**src/rtl/vga_pkg.sv**
```systemverilog
// Shared constants and types for the VGA capture path and its frame-buffer
// partner (address/color widths must match vga_memory).
package vga_pkg;
   localparam int DEF_H_TOTAL  = 800;
   localparam int DEF_H_SYNC   = 96;
   localparam int DEF_H_OFFSET = 144;
   localparam int DEF_H_ACTIVE = 640;
   localparam int DEF_V_TOTAL  = 521;
   localparam int DEF_V_SYNC   = 2;
   localparam int DEF_V_OFFSET = 31;
   localparam int DEF_V_ACTIVE = 480;
   localparam int DEF_SHIFT    = 2;

   localparam int ADDR_W  = 15;
   localparam int COLOR_W = 12;
   localparam int HCNT_W  = 11;
   localparam int VCNT_W  = 10;

   localparam logic [1:0] ST_IDLE    = 2'd0;
   localparam logic [1:0] ST_SEEK    = 2'd1;
   localparam logic [1:0] ST_VERIFY  = 2'd2;
   localparam logic [1:0] ST_CAPTURE = 2'd3;

   typedef struct packed {
      logic [ADDR_W-1:0]  addr;
      logic [COLOR_W-1:0] data;
   } wr_req_t;
endpackage

```
**src/rtl/vga_capture_if.sv**
```systemverilog
// Ready/valid write port from the capture block into a frame buffer.
interface vga_capture_if;
   import vga_pkg::*;
   logic               o_wrValid;
   logic               i_wrReady;
   logic [ADDR_W-1:0]  o_wrAddr;
   logic [COLOR_W-1:0] o_wrData;

   modport master (output o_wrValid, o_wrAddr, o_wrData, input i_wrReady);
   modport slave  (input o_wrValid, o_wrAddr, o_wrData, output i_wrReady);
endinterface

```
**src/rtl/vga_syncTrack.sv**
```systemverilog
// Sync edge detector plus position counter; o_cnt is aligned with the
// input sample of the current cycle, o_lenOk checks the previous length.
module vga_syncTrack #(
   parameter int TOTAL      = 800,
   parameter int CNT_W      = 11,
   parameter bit ACTIVE_LOW = 1'b1
) (
   input  logic             i_clk,
   input  logic             i_reset_n,
   input  logic             i_sync,
   input  logic             i_step,
   output logic             o_edge,
   output logic [CNT_W-1:0] o_cnt,
   output logic             o_lenOk
);
   localparam logic [CNT_W-1:0] CNT_MAX = '1;
   localparam logic [CNT_W-1:0] LAST    = CNT_W'(TOTAL - 1);

   logic             sync_q, sync_d;
   logic [CNT_W-1:0] cnt_q, cnt_d;

   always_comb begin
      sync_d  = i_sync;
      o_edge  = (i_sync ^ ACTIVE_LOW) & ~(sync_q ^ ACTIVE_LOW);
      cnt_d   = cnt_q;
      if (o_edge)
         cnt_d = '0;
      else if (i_step && cnt_q != CNT_MAX)
         cnt_d = cnt_q + 1'b1;
      o_cnt   = cnt_d;
      o_lenOk = (cnt_q == LAST);
   end

   always_ff @(posedge i_clk or negedge i_reset_n) begin
      if (!i_reset_n) begin
         sync_q <= ACTIVE_LOW;
         cnt_q  <= '0;
      end else begin
         sync_q <= sync_d;
         cnt_q  <= cnt_d;
      end
   end
endmodule

```
**src/rtl/vga_capture.sv**
```systemverilog
// VGA sink: recovers timing, verifies geometry, and writes a 1-in-2^SHIFT
// downscaled frame into a frame buffer over a ready/valid port.
module vga_capture import vga_pkg::*; #(
   parameter int H_TOTAL  = DEF_H_TOTAL,
   parameter int H_OFFSET = DEF_H_OFFSET,
   parameter int H_ACTIVE = DEF_H_ACTIVE,
   parameter int V_TOTAL  = DEF_V_TOTAL,
   parameter int V_OFFSET = DEF_V_OFFSET,
   parameter int V_ACTIVE = DEF_V_ACTIVE,
   parameter int SHIFT    = DEF_SHIFT,
   parameter bit SYNC_ACTIVE_LOW = 1'b1
) (
   input  logic               i_clk,
   input  logic               i_reset_n,
   input  logic               i_enable,
   input  logic [COLOR_W-1:0] i_color,
   input  logic               i_hSync,
   input  logic               i_vSync,
   vga_capture_if.master      wr,
   output logic               o_locked,
   output logic               o_frameDone,
   output logic               o_overflow,
   output logic               o_timingErr
);
   localparam logic [HCNT_W-1:0] H_LO = HCNT_W'(H_OFFSET);
   localparam logic [HCNT_W-1:0] H_HI = HCNT_W'(H_OFFSET + H_ACTIVE);
   localparam logic [VCNT_W-1:0] V_LO = VCNT_W'(V_OFFSET);
   localparam logic [VCNT_W-1:0] V_HI = VCNT_W'(V_OFFSET + V_ACTIVE);
   localparam logic [ADDR_W-1:0] OUT_W  = ADDR_W'(H_ACTIVE >> SHIFT);
   localparam logic [ADDR_W-1:0] LAST_A = ADDR_W'((V_ACTIVE >> SHIFT) * (H_ACTIVE >> SHIFT) - 1);

   logic              h_edge, v_edge, h_ok, v_ok;
   logic [HCNT_W-1:0] hcnt, hrel;
   logic [VCNT_W-1:0] vcnt, vrel;
   logic              sample, h_bad, v_bad, accept;

   logic [1:0] state_q, state_d;
   logic       h_arm_q, h_arm_d;
   logic       valid_q, valid_d;
   logic       done_q, done_d;
   logic       ovf_q, ovf_d;
   logic       terr_q, terr_d;
   wr_req_t    req_q, req_d;

   vga_syncTrack #(.TOTAL(H_TOTAL), .CNT_W(HCNT_W), .ACTIVE_LOW(SYNC_ACTIVE_LOW)) u_h (
      .i_clk(i_clk), .i_reset_n(i_reset_n), .i_sync(i_hSync), .i_step(1'b1),
      .o_edge(h_edge), .o_cnt(hcnt), .o_lenOk(h_ok));

   vga_syncTrack #(.TOTAL(V_TOTAL), .CNT_W(VCNT_W), .ACTIVE_LOW(SYNC_ACTIVE_LOW)) u_v (
      .i_clk(i_clk), .i_reset_n(i_reset_n), .i_sync(i_vSync), .i_step(h_edge),
      .o_edge(v_edge), .o_cnt(vcnt), .o_lenOk(v_ok));

   always_comb begin
      hrel   = hcnt - H_LO;
      vrel   = vcnt - V_LO;
      sample = (hcnt >= H_LO) && (hcnt < H_HI) && (vcnt >= V_LO) && (vcnt < V_HI) &&
               (hrel[SHIFT-1:0] == '0) && (vrel[SHIFT-1:0] == '0);
      // The first line edge after arming is skipped: hcnt was free-running before.
      h_bad  = h_edge & h_arm_q & ~h_ok;
      v_bad  = v_edge & ~v_ok;
      accept = valid_q & wr.i_wrReady;

      state_d = state_q;
      h_arm_d = h_arm_q;
      valid_d = valid_q;
      done_d  = 1'b0;
      ovf_d   = ovf_q;
      terr_d  = terr_q;
      req_d   = req_q;

      if (accept) begin
         valid_d = 1'b0;
         done_d  = (req_q.addr == LAST_A);
      end

      if (!i_enable) begin
         state_d = ST_IDLE;
         valid_d = 1'b0;
         done_d  = 1'b0;
         ovf_d   = 1'b0;
         terr_d  = 1'b0;
      end else begin
         case (state_q)
            ST_IDLE: state_d = ST_SEEK;
            ST_SEEK: begin
               if (v_edge) begin
                  state_d = ST_VERIFY;
                  h_arm_d = 1'b0;
               end
            end
            default: begin
               if (h_edge) h_arm_d = 1'b1;
               if (h_bad || v_bad) begin
                  terr_d  = 1'b1;
                  state_d = ST_SEEK;
               end else if (state_q == ST_VERIFY) begin
                  if (v_edge) state_d = ST_CAPTURE;
               end else if (sample) begin
                  if (valid_q && !wr.i_wrReady) begin
                     ovf_d = 1'b1;
                  end else begin
                     valid_d    = 1'b1;
                     req_d.addr = ADDR_W'(vrel >> SHIFT) * OUT_W + ADDR_W'(hrel >> SHIFT);
                     req_d.data = i_color;
                  end
               end
            end
         endcase
      end
   end

   always_ff @(posedge i_clk or negedge i_reset_n) begin
      if (!i_reset_n) begin
         state_q <= ST_IDLE;
         h_arm_q <= 1'b0;
         valid_q <= 1'b0;
         done_q  <= 1'b0;
         ovf_q   <= 1'b0;
         terr_q  <= 1'b0;
         req_q   <= '0;
      end else begin
         state_q <= state_d;
         h_arm_q <= h_arm_d;
         valid_q <= valid_d;
         done_q  <= done_d;
         ovf_q   <= ovf_d;
         terr_q  <= terr_d;
         req_q   <= req_d;
      end
   end

   assign wr.o_wrValid = valid_q;
   assign wr.o_wrAddr  = req_q.addr;
   assign wr.o_wrData  = req_q.data;
   assign o_locked     = (state_q == ST_CAPTURE);
   assign o_frameDone  = done_q;
   assign o_overflow   = ovf_q;
   assign o_timingErr  = terr_q;
endmodule

```
**src/flat_wrapper.sv**
```systemverilog
// flat-port wrapper written by rule: the top's interface ports become plain ports
module vga_capture_flat import vga_pkg::*;
#(
   parameter int H_TOTAL  = DEF_H_TOTAL,
   parameter int H_OFFSET = DEF_H_OFFSET,
   parameter int H_ACTIVE = DEF_H_ACTIVE,
   parameter int V_TOTAL  = DEF_V_TOTAL,
   parameter int V_OFFSET = DEF_V_OFFSET,
   parameter int V_ACTIVE = DEF_V_ACTIVE,
   parameter int SHIFT    = DEF_SHIFT,
   parameter bit SYNC_ACTIVE_LOW = 1'b1
)
  (i_clk, i_reset_n, i_enable, i_color, i_hSync, i_vSync, o_locked, o_frameDone, o_overflow, o_timingErr, wr_o_wrValid, wr_o_wrAddr, wr_o_wrData, wr_i_wrReady);
  vga_capture_if wr_i ();
  input  logic i_clk;
  input  logic i_reset_n;
  input  logic i_enable;
  input  logic [COLOR_W-1:0] i_color;
  input  logic i_hSync;
  input  logic i_vSync;
  output logic o_locked;
  output logic o_frameDone;
  output logic o_overflow;
  output logic o_timingErr;
  output wire logic [$bits(wr_i.o_wrValid)-1:0] wr_o_wrValid;
  output wire logic [$bits(wr_i.o_wrAddr)-1:0] wr_o_wrAddr;
  output wire logic [$bits(wr_i.o_wrData)-1:0] wr_o_wrData;
  input wire logic [$bits(wr_i.i_wrReady)-1:0] wr_i_wrReady;
  assign wr_o_wrValid = wr_i.o_wrValid;
  assign wr_o_wrAddr = wr_i.o_wrAddr;
  assign wr_o_wrData = wr_i.o_wrData;
  assign wr_i.i_wrReady = wr_i_wrReady;
  vga_capture #(.H_TOTAL(H_TOTAL), .H_OFFSET(H_OFFSET), .H_ACTIVE(H_ACTIVE), .V_TOTAL(V_TOTAL), .V_OFFSET(V_OFFSET), .V_ACTIVE(V_ACTIVE), .SHIFT(SHIFT), .SYNC_ACTIVE_LOW(SYNC_ACTIVE_LOW)) u_core (.i_clk(i_clk), .i_reset_n(i_reset_n), .i_enable(i_enable), .i_color(i_color), .i_hSync(i_hSync), .i_vSync(i_vSync), .wr(wr_i), .o_locked(o_locked), .o_frameDone(o_frameDone), .o_overflow(o_overflow), .o_timingErr(o_timingErr));
endmodule
```
**config.mk**
```make
export PLATFORM = sky130hd
export DESIGN_NAME = vga_capture_flat
export DESIGN_NICKNAME = d
export VERILOG_FILES = /design/src/rtl/vga_pkg.sv /design/src/rtl/vga_capture_if.sv /design/src/rtl/vga_syncTrack.sv /design/src/rtl/vga_capture.sv /design/src/flat_wrapper.sv
export SDC_FILE = /design/constraint.sdc
export NUM_CORES = 1
export LEC_CHECK = 0
export ABC_AREA = 0
export ABC_CLOCK_PERIOD_IN_PS = 10400
export CAP_MARGIN = 25
export CORE_MARGIN = 2
export CORE_UTILIZATION = 48
export DETAILED_ROUTE_END_ITERATION = 8
export PLACE_DENSITY_LB_ADDON = 0.15
export SLEW_MARGIN = 20
export SYNTH_ARGS = -nofsm -noshare
export SYNTH_HDL_FRONTEND = slang
export SYNTH_SLANG_ARGS = --single-unit
```
**constraint.sdc**
```tcl
create_clock -name i_clk -period 10.4 [get_ports i_clk]
set_input_delay 2.08 -clock i_clk [delete_from_list [all_inputs] [get_ports i_clk]]
set_output_delay 2.08 -clock i_clk [all_outputs]
set_load 0.03 [all_outputs]
```
# After elaboration in Yosys (flattened, before gate mapping)

Cells that the tools add are included.

Register bits: 57
Latch bits: 0
RAM bits: 0
Bits in read-only memories: 0
Output and inout port bits: 32
Word-level logic and storage cells: 105
Memories: 0

Add/sub/neg operators: 5
Multiply operators: 1
Div/mod/pow operators: 0
$lt $le $gt $ge: 4
Eq/ne operators: 18
Shifts and indexed selects: 0
Multiplexer cells: 31
Bitwise operators: 15
Reduce and logical (&&, ||, !) cells: 19

Operators by type and width:

| kind                                                                            | number |
|---|---|
| 11-bit two-way mux                                                              | 2 |
| 1-bit two-way mux                                                               | 20 |
| 10-bit two-way mux                                                              | 2 |
| 15-bit by 9-bit adder with 15-bit output                                        | 1 |
| 15-bit equality test (second input constant)                                    | 1 |
| 11-bit by 1-bit adder with 11-bit output (second input constant)                | 1 |
| 11-bit by 10-bit equality test with 1-bit output (second input constant)        | 1 |
| 11-bit by 8-bit >= comparator with 1-bit output (second input constant)         | 1 |
| 11-bit by 10-bit less-than comparator with 1-bit output (second input constant) | 1 |
| 11-bit inequality test (second input constant)                                  | 1 |
| 11-bit by 8-bit subtractor with 11-bit output (second input constant)           | 1 |
| 10-bit by 1-bit adder with 10-bit output (second input constant)                | 1 |
| 10-bit equality test (second input constant)                                    | 1 |
| 10-bit by 5-bit >= comparator with 1-bit output (second input constant)         | 1 |
| 10-bit by 9-bit less-than comparator with 1-bit output (second input constant)  | 1 |
| 8-bit by 3-bit multiplier with 10-bit output (second input constant)            | 1 |
| 2-bit two-way mux                                                               | 5 |
| 10-bit inequality test (second input constant)                                  | 1 |
| 10-bit by 5-bit subtractor with 10-bit output (second input constant)           | 1 |
| 1-bit inverter                                                                  | 9 |
| 2-bit by 1-bit inequality test with 1-bit output (second input constant)        | 4 |
| 1-bit logical AND                                                               | 7 |
| 1-bit bitwise AND                                                               | 6 |
| 2-bit zero test                                                                 | 3 |
| 17 further kinds                                                                | 20 |

# Depth between registers and ports, before layout

Depth in word-level cells: 15
Mapped depth: 20
Mapped depth without buffers: 20

# By module

A second synthesis with hierarchy kept.

Cells, all modules: 358
Area total of the unflattened synthesis: 3633.5 um^2

Modules (own cells, without submodules):

| module                      | instances | cells an instance | area each (um^2) |
|---|---|---|---|
| vga_capture                 | 1         | 223               | 2297.2 |
| vga_syncTrack at u_core.u_h | 1         | 75                | 734.5 |
| vga_syncTrack at u_core.u_v | 1         | 60                | 601.8 |

# Least setup slack after synthesis

Ideal clock, no wire load.

Path kind: input-to-reg
From: in i_hSync
To: reg u_core.req_q, in the netlist u_core.wr.o_wrAddr[14]
Library setup time: 0.126 ns
Arrival: 5.536 ns
Required time: 10.274 ns
Slack: 4.738 ns
Stages on the path: 15
Cell sequence: and2b_1 -> a21oi_1 -> a211o_1 -> or4b_4 -> xor2_1 -> ha_1 -> ha_1 -> inv_1 -> fa_1 -> o31ai_1 -> and3_1 -> nand3_1 -> xnor2_1 -> xnor2_1 -> mux2i_1

Longest elaborated chain between the ends: 11

Ends and longest elaborated chain:

| item                                                                                             | line                | source |
|---|---|---|
| start, declared                                                                                  | flat_wrapper.sv:19  | `input logic i_hSync;` |
| 1-bit inverter (no line) *                                                                       | n/a                 |  |
| 1-bit bitwise AND *                                                                              | vga_syncTrack.sv:24 | `o_edge = (i_sync ^ ACTIVE_LOW) & ~(sync_q ^ ACTIVE_LOW);` |
| parallel branches: the longest is 9 deep, another holds 15-bit by 9-bit adder with 15-bit output | n/a                 |  |
| end signal, assigned                                                                             | vga_capture.sv:128  | `req_q <= req_d;` |
| end, declared                                                                                    | vga_capture.sv:43   | `wr_req_t req_q, req_d;` |

Every way passes the cells marked *.
A chain may end at the register's enable or synchronous reset.

# Final worst setup path

Same ends and word-level chain as after synthesis.

==> flow_metrics.py <==
metrics = {
    "setup_path": {
        "crit_start": "i_hSync",
        "crit_path_start_kind": "primary input",
        "timing_worst_setup_path_type": "in -> reg",
        "required_ns": 10.61,
        "arrival_ns": 6.61,
        "timing.rr.start": "u_core.u_h.sync_q",
        "critPathCaptureType": "flop",
        "crit_path_max_fanout": 16,
    },
    "synthesis": {
        "yosysSeqAreaShare": 0.386,
        "yosys.area_share.adder": 0.0987,
        "yosys.area_share.simple": 0.183,
        "synth_top_family_by_area": "simple AND/OR/NAND/NOR gates",
        "synth_area_um2": 3700,
        "synth_compound_area_frac": 0.140,
        "synth_area_per_cell_um2": 10.1,
        "synth_fp_nets": 414,
        "synth_mux_area_frac": 0.0974,
        "ys_async_sr_fraction": 1.00,
        "synth_edf_count": 0,
        "yosys_warnings": 0,
        "synth.distinct_cells": 63,
        "syn_inst": 368,
        "synthFlopType": "dfrtp_1",
        "synthXorXnorAreaFrac": 0.0521,
        "ys_ff_latch": 57,
    },
    "drt": {
        "vias": 2928,
        "drt-met1-wl_um": 3770,
        "viasPerCell": 5.57,
        "routedWlPerCell_um": 15.3,
        "met3WireLength_um": 451,
        "wl_met2_um": 3710,
        "ant_nets": 0,
        "initialDrtViolationCount": 190,
        "dr.pass1.iters": 5,
        "top_layer": "met4",
        "drc": 0,
        "totalWireLength_um": 8040,
    },
    "clock_tree": {
        "numCtsBuffers": 9,
        "cts_hold_buffers": 0,
        "path_clk_slew_ns": 0.06,
        "ctsLongestPathBuffers": 2,
        "htreeDepth": 3,
        "clock_latency_ns": 0.34,
        "cts_sinks": 57,
        "cts_setup_buffers": 0,
        "ctsResizeCount": 0,
        "cts_root_buffer": "clkbuf_8",
        "cts_tree": "yes",
    },
    "placed_design": {
        "gp_congestion": 0.830,
        "port_buffers": 49,
        "dp_hpwl_um": 5890,
        "place_inst": 511,
    },
    "floorplanning": {
        "start_util": 0.487,
        "die_x_um": 91.8,
        "die_y_um": 91.8,
        "core_um2": 7610,
        "io_pins": 50,
        "dieArea_um2": 8430,
        "num_rows": 32,
    },
    "global_route": {
        "grtUsageTotal": 0.200,
        "grt_pass1_wl_um": 13400,
        "first_global_vias": 2808,
        "overflow": 0,
        "grt_max_degree": 58,
        "antenna_found_initial": 0,
    },
    "sta": {
        "relSlewSlack": 0.527,
        "final.setup_skew_ns": 0.00945,
        "period_needed_ns": 6.41,
        "finalHoldViolCount": 0,
        "slew_violations": 0,
        "fmax_mhz": 156,
        "fin_crit_sh": 0.616,
        "fin_tns_setup_ns": 0,
        "hold_ws_ns": 0.485,
        "rsz0062_at_grt": "no",
        "max_slew.worst_pin.slew_ns": 0.708,
        "setup_viol": 0,
    },
    "finish": {
        "area_delta_synth_final_pct": 20.8,
        "fin_cells": 526,
        "fin_util": 0.588,
        "drive_gt1_frac": 0.0967,
        "nFillCells": 693,
        "nets": 466,
        "antenna_cells": 0,
    },
    "pwr": {
        "peakVddDrop_uv": 105,
        "power.share.combinational": 0.187,
        "seq_power_share": 0.448,
        "p_switching_w": 0.000167,
        "internal_power_w": 0.000405,
        "power_w": 0.000572,
        "power.share.clock": 0.365,
        "swShare": 0.291,
        "leakagePower_nw": 2.02,
        "power_density_nw_per_um2": 128,
    },
    "run": {
        "cap_violations": 0,
    },
    "worst_hold_path": {
        "hold_class": "reg -> reg",
        "min_from": "u_core.wr.o_wrData[10]",
    },
    "status": {
        "status": "finished clean",
    },
}
-- worst max-delay path, stage by stage --
cell,delay (ns)
clkdlybuf4s50_1,0.47
and2b_1,0.61
a21oi_1,0.14
a211o_1,0.30
or4b_4,0.58
nand2b_1,0.13
nor2_1,0.07
xnor2_1,0.27
ha_1,0.27
ha_1,0.24
a211oi_1,0.33
nor2_1,0.11
xor2_1,0.25
and3_1,0.24
nand3_1,0.10
xnor2_1,0.20
xnor2_1,0.14
mux2i_1,0.09
-- logic make-up (layout without fill, tap and decap cells) --
kind of cell	after synthesis	count (layout)
simple gates	115	115
compound gates	75	75
flops	57	57
buf+inv	38	94
xor+xnor	22	22
mux	33	33
fa+ha+maj	28	28
-- path summary, 6_finish.rpt --
path	endpoint	slack, ns	depth (start not counted)
setup / recovery	u_core.wr.o_wrAddr[14]	3.99	18
hold / removal	u_core.wr.o_wrData[10]	0.49	1
setup reg to reg	u_core.wr.o_wrAddr[14]	5.75	17
hold reg to reg	u_core.wr.o_wrData[10]	0.49	1
max in group asynchronous	u_core.wr.o_wrAddr[12]	8.04	2
min in group asynchronous	u_core.u_h.cnt_q[0]	1.88	2
-- per-layer routing --
layer  track usage  vias to the layer above
li1              -                     1442
met3        0.0493                        8
met4        0.0784                        0
met2         0.319                       88
met5             0                        -
met1         0.262                     1390
-- power groups by stage --
stage / Combinational, W / Sequential [W] / Clock [W]
final: 0.000107 / 0.000256 / 0.000209
after CTS: 0.000108 / 0.000255 / 0.000213
after global placement: 0.000105 / 0.000259 / 0
after detailed placement: 0.000107 / 0.000260 / 0
after global routing: 0.000122 / 0.000259 / 0.000223
after floorplan: 0.0000715 / 0.000257 / 0
-- placed cells by master (no fill, tap or decap), drive strengths merged, types with 4 or more instances in the layout --
cell | Yosys | final
and4 | 5 | 5
o31ai | 4 | 4
nand2 | 18 | 18
and2 | 6 | 6
o21ai | 22 | 22
xnor2 | 15 | 15
mux2 | 24 | 24
clkbuf | 6 | 12
nand2b | 7 | 7
and3 | 6 | 6
clkdlybuf4s50 | 0 | 48
mux2i | 9 | 9
nor2b | 5 | 5
dfrtp | 55 | 55
a211oi | 6 | 6
ha | 26 | 26
inv | 28 | 28
nand4 | 10 | 10
a31oi | 8 | 8
nor4 | 6 | 6
a21oi | 14 | 14
nand3 | 8 | 8
nor3 | 5 | 5
xor2 | 7 | 7
nor2 | 23 | 23
-- metrics by stage --
stage	cell area [um^2]	setup WS (ns)
finish	4470	3.99
detailed placement	4280	3.66
global placement	4280	3.78
floorplan	3700	4.74
CTS	4470	3.98
global route	4470	3.64
-- area by class of cell --
type	instances	area (um^2)	share of cell area
repair buffers	51	500	0.112
clock buffers	12	155	0.0347
multi-input cells	273	2110	0.473
clock inverters	3	40.0	0.00896
flip-flops and latches	57	1430	0.320
inverters	28	105	0.0235
well taps	102	128	0.0285
-- Yosys cell counts, types with 2 or more instances --
library cell,instances,area share
dfrtp_1,55,0.37
inv_1,28,0.028
ha_1,26,0.088
nor2_1,23,0.023
o21ai_0,21,0.028
nand2_1,18,0.018
mux2_1,16,0.049
xnor2_1,15,0.035
a21oi_1,14,0.019
mux2i_1,9,0.024
nand4_1,9,0.015
mux2_2,8,0.024
a31oi_1,7,0.012
nand2b_1,7,0.012
nand3_1,7,0.0095
xor2_1,7,0.017
a211oi_1,6,0.012
and2_1,6,0.010
and3_1,6,0.010
clkbuf_1,6,0.0061
and4_1,5,0.012
nor2b_1,5,0.0085
nor3_1,5,0.0068
nor4_1,5,0.0085
a211o_1,3,0.0071
a41oi_1,3,0.0071
nor4b_1,3,0.0071
a21boi_0,2,0.0041
and4b_1,2,0.0054
buf_6,2,0.0061
dfstp_2,2,0.014
fa_1,2,0.011
o31ai_1,2,0.0041
or2_2,2,0.0034
or3_1,2,0.0034
or4b_4,2,0.0074
-- registers in the layout (all words and copies together), names as in the netlist --
register             count
u_core.wr.o_wrAddr      15
u_core.state_q           2
u_core.u_v.cnt_q        10
u_core.wr.o_wrValid      1
u_core.u_h.sync_q        1
u_core.h_arm_q           1
u_core.o_timingErr       1
u_core.o_overflow        1
u_core.u_h.cnt_q        11
u_core.u_v.sync_q        1
u_core.o_frameDone       1
u_core.wr.o_wrData      12
(Power assumes the default switching activity.)
